$ cat src/rtl/sw_debounce4_pkg.sv
// Shared board constants, debounce FSM state encoding and parameter helpers
// for the four-channel switch debouncer.
package sw_debounce4_pkg;

  localparam int CLK_HZ      = 100_000_000;
  localparam int DEBOUNCE_MS = 10;

  // Cycles a new level must hold before it is committed (10 ms at 100 MHz)
  localparam int DEFAULT_STABLE_CNT = (CLK_HZ / 1000) * DEBOUNCE_MS;
  localparam int DEFAULT_CNT_W      = 20;

  typedef enum logic [1:0] {
    S_LOW     = 2'd0,
    S_WAIT_HI = 2'd1,
    S_HIGH    = 2'd2,
    S_WAIT_LO = 2'd3
  } db_state_e;

  // True when a CNT_W-bit counter can hold every value up to stable_cnt
  function automatic bit cnt_fits(input int stable_cnt, input int cnt_w);
    longint unsigned span;
    span = 64'd1 << cnt_w;
    return (span > longint'(stable_cnt));
  endfunction

endpackage

$ cat src/rtl/sw_debounce4_chan.sv
// One debounce channel: two-flop synchroniser, stability counter, four-state
// commit FSM and registered level/rise/fall outputs.
module debounce_chan
  import sw_debounce4_pkg::*;
#(
  parameter int STABLE_CNT = DEFAULT_STABLE_CNT,
  parameter int CNT_W      = DEFAULT_CNT_W
) (
  input  logic clk,
  input  logic rst_n,
  input  logic sw_raw,
  output logic sw_db,
  output logic rise,
  output logic fall
);

  localparam logic [CNT_W-1:0] LP_LAST     = CNT_W'(STABLE_CNT - 1);
  localparam logic [CNT_W-1:0] LP_ONE      = CNT_W'(1);
  localparam logic [CNT_W-1:0] LP_ZERO     = CNT_W'(0);
  localparam logic             LP_ONE_SHOT = (STABLE_CNT == 1) ? 1'b1 : 1'b0;

  if (STABLE_CNT < 1) begin : g_bad_stable
    $error("debounce_chan: STABLE_CNT must be >= 1");
  end
  if (!cnt_fits(STABLE_CNT, CNT_W)) begin : g_bad_cnt_w
    $error("debounce_chan: 2**CNT_W must exceed STABLE_CNT");
  end

  logic             r_s1;
  logic             r_s2;
  db_state_e        r_state;
  logic [CNT_W-1:0] r_cnt;
  logic             r_db;
  logic             r_rise;
  logic             r_fall;

  db_state_e        w_state_nxt;
  logic [CNT_W-1:0] w_cnt_nxt;
  logic             w_db_nxt;
  logic             w_rise_nxt;
  logic             w_fall_nxt;

  // Synchroniser: only r_s2 is ever looked at by the FSM
  always_ff @(posedge clk or negedge rst_n) begin
    if (!rst_n) begin
      r_s1 <= 1'b0;
      r_s2 <= 1'b0;
    end else begin
      r_s1 <= sw_raw;
      r_s2 <= r_s1;
    end
  end

  // FSM, counter and output registers
  always_ff @(posedge clk or negedge rst_n) begin
    if (!rst_n) begin
      r_state <= S_LOW;
      r_cnt   <= LP_ZERO;
      r_db    <= 1'b0;
      r_rise  <= 1'b0;
      r_fall  <= 1'b0;
    end else begin
      r_state <= w_state_nxt;
      r_cnt   <= w_cnt_nxt;
      r_db    <= w_db_nxt;
      r_rise  <= w_rise_nxt;
      r_fall  <= w_fall_nxt;
    end
  end

  // Next-state: any reversal of r_s2 before commit drops back and clears the count
  always_comb begin
    w_state_nxt = r_state;
    w_cnt_nxt   = r_cnt;
    w_db_nxt    = r_db;
    w_rise_nxt  = 1'b0;
    w_fall_nxt  = 1'b0;
    case (r_state)
      S_LOW: begin
        if (r_s2 && LP_ONE_SHOT) begin
          w_state_nxt = S_HIGH;
          w_cnt_nxt   = LP_ZERO;
          w_db_nxt    = 1'b1;
          w_rise_nxt  = 1'b1;
        end else if (r_s2) begin
          w_state_nxt = S_WAIT_HI;
          w_cnt_nxt   = LP_ONE;
        end else begin
          w_cnt_nxt   = LP_ZERO;
        end
      end
      S_WAIT_HI: begin
        if (!r_s2) begin
          w_state_nxt = S_LOW;
          w_cnt_nxt   = LP_ZERO;
        end else if (r_cnt == LP_LAST) begin
          w_state_nxt = S_HIGH;
          w_cnt_nxt   = LP_ZERO;
          w_db_nxt    = 1'b1;
          w_rise_nxt  = 1'b1;
        end else begin
          w_cnt_nxt   = r_cnt + LP_ONE;
        end
      end
      S_HIGH: begin
        if (!r_s2 && LP_ONE_SHOT) begin
          w_state_nxt = S_LOW;
          w_cnt_nxt   = LP_ZERO;
          w_db_nxt    = 1'b0;
          w_fall_nxt  = 1'b1;
        end else if (!r_s2) begin
          w_state_nxt = S_WAIT_LO;
          w_cnt_nxt   = LP_ONE;
        end else begin
          w_cnt_nxt   = LP_ZERO;
        end
      end
      S_WAIT_LO: begin
        if (r_s2) begin
          w_state_nxt = S_HIGH;
          w_cnt_nxt   = LP_ZERO;
        end else if (r_cnt == LP_LAST) begin
          w_state_nxt = S_LOW;
          w_cnt_nxt   = LP_ZERO;
          w_db_nxt    = 1'b0;
          w_fall_nxt  = 1'b1;
        end else begin
          w_cnt_nxt   = r_cnt + LP_ONE;
        end
      end
      default: begin
        w_state_nxt = S_LOW;
        w_cnt_nxt   = LP_ZERO;
        w_db_nxt    = 1'b0;
      end
    endcase
  end

  assign sw_db = r_db;
  assign rise  = r_rise;
  assign fall  = r_fall;

endmodule

$ cat src/rtl/sw_debounce4.sv
// Four independent switch debouncers feeding the a/b/c/d inputs of the AOI stage,
// plus a registered "any channel changed" flag one cycle behind the pulses.
module sw_debounce4
  import sw_debounce4_pkg::*;
#(
  parameter int WIDTH      = 4,
  parameter int STABLE_CNT = DEFAULT_STABLE_CNT,
  parameter int CNT_W      = DEFAULT_CNT_W
) (
  input  logic             clk,
  input  logic             rst_n,
  input  logic [WIDTH-1:0] sw_raw,
  output logic [WIDTH-1:0] sw_db,
  output logic [WIDTH-1:0] rise,
  output logic [WIDTH-1:0] fall,
  output logic             changed
);

  logic [WIDTH-1:0] w_db;
  logic [WIDTH-1:0] w_rise;
  logic [WIDTH-1:0] w_fall;
  logic             r_changed;

  for (genvar gi = 0; gi < WIDTH; gi++) begin : g_chan
    debounce_chan #(
      .STABLE_CNT (STABLE_CNT),
      .CNT_W      (CNT_W)
    ) u_chan (
      .clk    (clk),
      .rst_n  (rst_n),
      .sw_raw (sw_raw[gi]),
      .sw_db  (w_db[gi]),
      .rise   (w_rise[gi]),
      .fall   (w_fall[gi])
    );
  end

  // Aggregate event flag, deliberately one cycle behind rise/fall
  always_ff @(posedge clk or negedge rst_n) begin
    if (!rst_n) begin
      r_changed <= 1'b0;
    end else begin
      r_changed <= |(w_rise | w_fall);
    end
  end

  assign sw_db   = w_db;
  assign rise    = w_rise;
  assign fall    = w_fall;
  assign changed = r_changed;

endmodule
$ cat config.mk
export PLATFORM = sky130hd
export DESIGN_NAME = sw_debounce4
export DESIGN_NICKNAME = d
export VERILOG_FILES = /design/src/rtl/sw_debounce4_pkg.sv /design/src/rtl/sw_debounce4_chan.sv /design/src/rtl/sw_debounce4.sv
export SDC_FILE = /design/constraint.sdc
export NUM_CORES = 1
export LEC_CHECK = 0
export BUFFER_PORTS_ARGS = -buffer_cell sky130_fd_sc_hd__buf_2
export CORE_UTILIZATION = 55
export CTS_CLUSTER_SIZE = 12
export DETAILED_ROUTE_END_ITERATION = 10
export PLACE_DENSITY = 0.73
export SYNTH_ARGS = -nofsm -noshare
export SYNTH_HDL_FRONTEND = slang
export SYNTH_SLANG_ARGS = --single-unit
$ cat constraint.sdc
create_clock -name clk -period 1.7 [get_ports clk]
set_input_delay 0.255 -clock clk [delete_from_list [all_inputs] [get_ports clk]]
set_output_delay 0.255 -clock clk [all_outputs]
set_load 0.02 [all_outputs]
# Yosys cells after proc, flatten, opt, wreduce, memory -nomap -nowiden
# Cells that the tools add are included.
# totals
reg_bits,109
in_bits,6
output_inout_bits,13
elab_cells,191
# op_classes
add_sub_neg,4
n_eq_ne,48
n_mux,92
n_bitwise,1
reduce_logical,17
# op_table
operator,n
one-hot mux 20 bit (4 select lines),4
2-to-1 mux 20 bit,12
"adder 20 x 1 -> 20 bit, second input constant",4
"equality test 20 bit, second input constant",4
2-to-1 mux 2 bit,24
2-to-1 mux 1 bit,44
"!= test 2 x 1 -> 1 bit, second input constant",16
one-hot mux 2 bit (4 select lines),4
AND reduction 5 bit,4
"equality test 2 bit, second input constant",8
"!= test 2 bit, second input constant",8
AND reduction 4 bit,4
"!= test 3 x 1 -> 1 bit, second input constant",4
"!= test 3 bit, second input constant",4
"equality test 2 x 1 -> 1 bit, second input constant",4
logical NOT 2 bit,4
one-hot mux 1 bit (2 select lines),4
nonzero test 2 bit,4
bitwise OR 4 bit,1
OR reduction 4 bit,1

# Longest topological paths before layout
# Gate-level depths: netlist of the first run.
# depth
ltp_word,4
depth_mapped,7
depth_no_buf,5

# By module
# A second synthesis of the first run with hierarchy kept.
# unflattened
hier_cells,498
area_unflattened_um2,5195.0
# modules_own_cells
mod,instances,cells_each,area_each_um2,seq_area_each_um2
debounce_chan at g_chan[0].u_chan ...,3,121,1276.2,675.6
debounce_chan at g_chan[3].u_chan,1,131,1325.0,675.6
sw_debounce4,1,4,41.3,25.0

# Worst setup path before layout of the first run
# OpenSTA, ideal clock, no wires.
# synth_path
path_type,reg-to-reg
start,reg g_chan[0].u_chan.r_cnt[0]
end,reg g_chan[0].u_chan.r_cnt[11]
setup_time_ns,0.120
t_arrival_ns,1.748
t_required_ns,1.580
path_slack_ns,-0.168
path_stages_with_launch,8
n_path_buf,2
period_less_slack_ns,1.868
path_cell_list,dfrtp_1 > ha_1 > nand2_1 > nor4_1 > a21o_1 > buf_2 > buf_4 > nor2_1
# synth_between
elab_chain_len,4
elab_cells_between_ends,6
cone_classes,1 x add/sub; 1 x eq/ne; 4 x mux
# synth_rtl
element,line_no,source
start: declaration,sw_debounce4_chan.sv:32,logic [CNT_W-1:0] r_cnt;
start signal: assignment,sw_debounce4_chan.sv:64,r_cnt <= w_cnt_nxt;
adder 20 x 1 -> 20 bit or equality test 20 bit (tied branches),n/a,
2-to-1 mux 20 bit *,"sw_debounce4_chan.sv:96, sw_debounce4_chan.sv:122",
"2-to-1 mux 20 bit, on equally long branches","sw_debounce4_chan.sv:119, sw_debounce4_chan.sv:93",
one-hot mux 20 bit (4 select lines) *,sw_debounce4_chan.sv:78,case (r_state)
via g_chan[0].u_chan.w_cnt_nxt[11],sw_debounce4_chan.sv:38,logic [CNT_W-1:0] w_cnt_nxt;
# Mark *: on every way through the listed nets, which the timed path passes. The rest lies on a longest branch.
# A chain may end at the register's enable or synchronous reset.

==> run metrics, run 1 <==
mapped cell area 5250 um^2; initial core utilization approximately 57%; Seq/Total Area, Yosys between 50% and 60%; CP delay by family, top simple AND/OR/NAND/NOR gates; unrepaired setup endpoints after global routing yes; vias per cell between 5 and 6; syn_nets around 540; Max clock buf depth 2; CP Data Arrival Time roughly 2.1 ns; met2 usage 39.4%; # setup viols final 47; Remaining DRCs 0; layout cells sized above 1 31.9%; Detailed Routing Iterations Pass 1 5; Slew Limit Fails 0; post-route ant nets 0; die area ~10000 um^2; Final Non-Filler Cells 771; Cell variety after synth between 40 and 50; status finished with violations; CP Class flop to flop; drt wl/cell ~15 um; Clk Latency, worst-skew pair 0.37 ns; most frequent cells in the layout dfrtp_1, buf_4, nor2_1; Die H ~100 um; slack of the critical path -0.163 ns; Crit. End Element flop; Layout fillers 631; period utilization 110%; post-layout util 73.2%; Max-Cap Viols 0; Max IR drop VDD around 0.43 mV; met3 Track Usage GR about 2.7%; busiest grt layer met2; global-route usage over all layers between 20% and 30%; Pwr Total between 4 and 5 mW; first-pass GRT wire length ~19000 um; Crit path required time slightly below 2 ns; Worst Hold Class primary input to asynchronous set/reset pin; initial antenna violation count 0; Area growth, synth to finish 28.9%; Synth Instances 529; Yosys warning count 0; 1st-iter DRT viols between 150 and 200; max incr delay on CP ~0.56 ns; CORE AREA 9240 um^2; fin nets 647; Worst Max-Slew Pin Slew between 0.4 and 0.5 ns; largest net degree at the start of global routing 42; R2R cell count 4; worst hold margin between 0.3 and 0.4 ns; die width about 100 um; total grt overflow 0; power per standard cell area roughly 650 nW/um^2; Leak Pwr 2.83 nW; number of core rows 35; Max Clock Skew 0.0132 ns; Worst path slowest cell or4bb_4; DP Cell Count around 730; Root Buffer clkbuf_8; Synth Register Bits 109; DP HPWL about 7600 um; Worst setup SP type flop; CP Cell Sequence or4bb_4 > nor4_4 > and3_4 > mux2_4; Final Hold Viols 0; Fmax achieved between 500 and 600 MHz; CTS tree yes; failing checks setup timing; commonest non-fill, non-tap cell in the layout dfrtp_1; post-route minimum period roughly 1.9 ns; crit path max fanout 2; # IOs 19; Slew HR 69.3%; Buf+Inv Stages, Crit Path 0; clk slew on worst S/H paths about 0.11 ns; GPL Wtd Cong between 0.9 and 1; global routing usage on met1 about 32%; Setup TNS Final -4.05 ns; n_diodes 0; CTS Buf Count 9; Syn Area/Cell a little under 10 um^2; vias in the first global route 4226; via count between 4k and 5k; Routed WL ~12000 um; number of cells on the critical path 4; Buffers on Ports 18; clk sinks 109; H-tree levels 3
-- cell families after synthesis --
group / share of synthesized area (%)
buf+inv: 5.08
flops: 52.0
simple gates: 24.7
fa+ha+maj: 0.954
mux: 0.811
compound gates: 8.35
xor+xnor: 8.18
-- metrics by stage --
stage / setup WS, ns / area (um^2)
6_report: -0.163 / 6770
5_1_grt: -0.205 / 6770
4_1_cts: -0.126 / 6380
3_5_place_dp: -0.186 / 6020
3_3_place_gp: -0.142 / 6020
2_1_floorplan: -0.149 / 5300
-- metal layers --
layer,vias up,wire length [um]
met4,0,208
met1,2148,5330
met2,76,5860
met5,-,0
li1,2083,-
met3,20,264
-- power by group --
group	switching, mW	internal (mW)	total, mW	leakage, nW
clock	0.955	0.555	1.51	0.0881
combinational	0.134	0.101	0.235	1.26
sequential	0.0272	2.62	2.65	1.48
total	1.12	3.27	4.39	2.83
-- timing repair --
action	4_1_cts	5_1_grt
gates resized for setup	13	77
endpoints found under the setup margin	31	70
gates cloned	0	2
hold buffers	5	0
endpoints found under the hold margin	34	0
pin swaps	12	31
setup buffers	9	8
-- final cells by class --
| type | instances | area (um^2) | share of cell area (%) |
|---|---|---|---|
| multi-input combinational | 368 | 2600 | 38.4 |
| inverter | 28 | 105 | 1.55 |
| clock inverter | 7 | 57.6 | 0.851 |
| sequential | 109 | 2730 | 40.4 |
| clock buffer | 9 | 124 | 1.83 |
| timing repair buffer | 121 | 987 | 14.6 |
| tap | 129 | 161 | 2.39 |
-- state kept, by name, indices dropped and copies added, names as in the netlist, named ones only --
signal                 cells
g_chan.u_chan.r_cnt       80
g_chan.u_chan.fall         4
g_chan.u_chan.r_s1         4
g_chan.u_chan.r_s2         4
g_chan.u_chan.r_state      4
g_chan.u_chan.rise         4
g_chan.u_chan.sw_db        4
changed                    1
-- Yosys cell counts (all sizes together) --
cell     instances  area (um^2)
dfrtp          109         2730
nor2            62          233
nand2           32          120
xnor2           32          280
nand3           31          168
inv             28          105
a21oi           27          139
buf             22          154
nand4           19          119
or3             18          113
o21ai           17         85.1
xor2            17          149
nor3            16         80.1
nor4            14         93.8
or4             14          105
o31ai           11         82.6
and3             9         56.3
and2             5         31.3
and4             5         43.8
a21o             4         30.0
ha               4         50.1
or4bb            3         33.8
a211oi           2         15.0
a2bb2oi          2         17.5
a41oi            2         17.5
clkbuf           2         7.51
mux2             2         22.5
mux2i            2         20.0
nand2b           2         12.5
nand4bb          2         22.5
o211ai           2         15.0
or2              2         12.5
a21boi           1         7.51
a311o            1         10.0
a31o             1         8.76
a41o             1         10.0
and4b            1         10.0
nand3b           1         7.51
nand4b           1         8.76
nor2b            1         6.26
nor4b            1         8.76
or3b             1         8.76
-- path summary, 6_finish.rpt --
| kind | start | endpoint | slack, ns |
|---|---|---|---|
| setup / recovery | g_chan[1].u_chan.r_cnt[11] | flop | -0.16 |
| hold / removal | rst_n | g_chan[2].u_chan.r_cnt[15] | 0.36 |
| setup reg to reg | g_chan[1].u_chan.r_cnt[11] | flop | -0.16 |
| hold reg to reg | g_chan[0].u_chan.r_s1 | g_chan[0].u_chan.r_s2 | 0.36 |
| max in group asynchronous | rst_n | g_chan[0].u_chan.r_cnt[17] | 0.77 |
| min in group clk | g_chan[0].u_chan.r_s1 | g_chan[0].u_chan.r_s2 | 0.36 |
Note: power is estimated with default switching activity, not from simulation.
==> run 2, diff against run 1 <==
- GPL_TIMING_DRIVEN: not set -> 0
==> run 2 against run 1 <==
  * Clock skew down 0.0026 ns
  * Global-route usage down 0.58 points
  * Utilization up 1.3 points
  * Worst setup slack worse by 0.018 ns
  * Cell count up 0.13%
  * Die area unchanged
  * Non-clock buffer count up 1
  * Clock power up 9%
  * Critical path depth up 1
  * Largest power group unchanged
  * Highest routed layer unchanged
  * Via count up 1.2%
  * Power up 3.8%
  * The run still ends with setup timing left
  * Hold slack better by 0.0017 ns
==> run metrics, run 2 (synthesized netlist as in run 1, its figures left out) <==
status finished with violations; failing checks setup timing; layout cells sized above 1 35.5% (+3.5 points); CP Data Arrival Time 2.18 ns (+0.06 ns); crit path max fanout 4 (+2); Placement Cell Area 5580 um^2 (-7.4%); Leak Pwr 2.84 nW (+0.32%); number of core rows 35 (unchanged); Max clock buf depth 2 (unchanged); DP Worst Slack -0.294 ns (-0.107 ns); Crit. Startpoint g_chan[3].u_chan.r_cnt[0]; vias per cell 5.67 (+1.1%); Crit path required time 2.00 ns (+0.04 ns); worst hold margin 0.360 ns (+0.00173 ns); post-route minimum period 1.88 ns (+0.0182 ns); Crit. End Element flop; most frequent cells in the layout dfrtp_1, buf_4, nor2_1; period utilization 111% (+1.1 points); H-tree levels 3 (unchanged); clk slew on worst S/H paths 0.10 ns (about the same); max reg flops 80 (unchanged); Clk Latency, worst-skew pair 0.37 ns (about the same); Routed WL 12600 um (+8.3%); slack of the critical path -0.181 ns (-0.0182 ns); largest net degree at the start of global routing 59 (+40%); Final Non-Filler Cells 772 (+0.13%); hold_sp g_chan[3].u_chan.r_s1; Slew HR 48.2% (-21 points); Worst setup SP type flop; Area growth, synth to finish 31.2%; Buffers on Ports 18 (unchanged); global-route usage over all layers 23.1% (-0.58 points); post-route cell area 6890 um^2 (+1.8%); Worst Hold Class flop to flop; Remaining DRCs 0 (unchanged); CORE AREA 9240 um^2 (unchanged); # IOs 19 (unchanged); unrepaired setup endpoints after global routing yes; Max IR drop VDD 0.520 mV (+21%); Worst Max-Slew Pin Slew 0.771 ns (+0.316 ns); initial antenna violation count 0 (unchanged); Max Clock Skew 0.0106 ns (-0.00256 ns); n_diodes 0 (unchanged); commonest non-fill, non-tap cell in the layout dfrtp_1; # setup viols final 43 (-8.5%); fin nets 648 (+0.15%); Slew Limit Fails 0 (unchanged); Fmax achieved 532 MHz (-0.97%); CP Class flop to flop; Final Hold Viols 0 (unchanged); post-route ant nets 0 (unchanged); Die H 99.7 um (unchanged); Root Buffer clkbuf_8; vias in the first global route 3979 (-5.8%); Layout fillers 576 (-8.7%); clk sinks 109 (unchanged); first-pass GRT wire length 18300 um (-3.2%); power per standard cell area 662 nW/um^2 (+2.0%); die area 9940 um^2 (unchanged); DP Cell Count 677 (-7.5%); CTS Buf Count 9 (unchanged); via count 4380 (+1.2%); DP HPWL 6610 um (-13%); 1st-iter DRT viols 177 (+11%); drt wl/cell 16.4 um (+8.1%); Detailed Routing Iterations Pass 1 4 (-1); initial core utilization 56.8% (unchanged); total grt overflow 0 (unchanged); GPL Wtd Cong 0.819 (-13%); r2r startpoint g_chan[3].u_chan.r_cnt[0]; CTS tree yes; Max-Cap Viols 0 (unchanged); Biggest register g_chan.u_chan.r_cnt; die width 99.7 um (unchanged); Pwr Total 4.56 mW (+3.8%)
run 2: area by class of cell:
cell class | instances | area (um^2) | share of cell area (%)
Buffer | 21 | 199 | 2.89
Clock buffer | 11 | 151 | 2.20
Clock inverter | 5 | 57.6 | 0.836
Inverter | 28 | 105 | 1.53
Multi-Input combinational cell | 368 | 2650 | 38.4
Sequential cell | 109 | 2750 | 39.9
Tap cell | 129 | 161 | 2.34
Timing Repair Buffer | 101 | 817 | 11.9
run 2: worst max-delay path: stages, from the launching register on:
cell and delay [ns]:
dfrtp_2 0.46, ha_4 0.18, nand4_1 0.11, or4_4 0.57
or3_4 0.35, a21oi_2 0.13
run 2: path summary, 6_finish.rpt:
check	endpoint	slack [ns]	cells past startpoint
setup / recovery	g_chan[3].u_chan.r_cnt[16]	-0.18	5
hold / removal	g_chan[3].u_chan.r_s2	0.36	0
setup reg to reg	g_chan[3].u_chan.r_cnt[16]	-0.18	5
hold reg to reg	g_chan[3].u_chan.r_s2	0.36	0
max in group asynchronous	g_chan[2].u_chan.r_cnt[6]	0.50	3
min in group asynchronous	g_chan[3].u_chan.r_cnt[14]	0.46	2
run 2: power by group:
group          total (mW)  leakage, nW  internal [mW]  switching, mW
sequential           2.65         1.46           2.62         0.0357
clock                1.65        0.110          0.766          0.883
combinational       0.253         1.26          0.115          0.138
total                4.56         2.84           3.50           1.06
run 2: what timing repair did:
action / in CTS / in global routing
gates resized for setup: 35 / 93
buffers inserted: 43 / 32
pin swaps: 20 / 36
gates cloned: 1 / 1
hold buffers: 5 / 0
hold endpoints to repair: 55 / 0
endpoints found under the setup margin: 86 / 85
run 2: metrics by stage:
step           TNS, ns  util (%)
3_5_place_dp    -12.43      60.4
2_1_floorplan   -0.550         -
5_1_grt          -6.47      74.5
4_1_cts          -3.98      68.0
3_3_place_gp   -101.51      60.0
6_report         -3.46      74.5
run 2: per-layer routing:
layer | part of all wire [%] | vias to the layer above | track usage [%]
met4 | 2.0 | 0 | 8.03
met5 | 0 | - | 0
met2 | 52 | 100 | 38.8
met3 | 3.2 | 28 | 3.87
li1 | - | 2075 | -
met1 | 43 | 2177 | 30.6
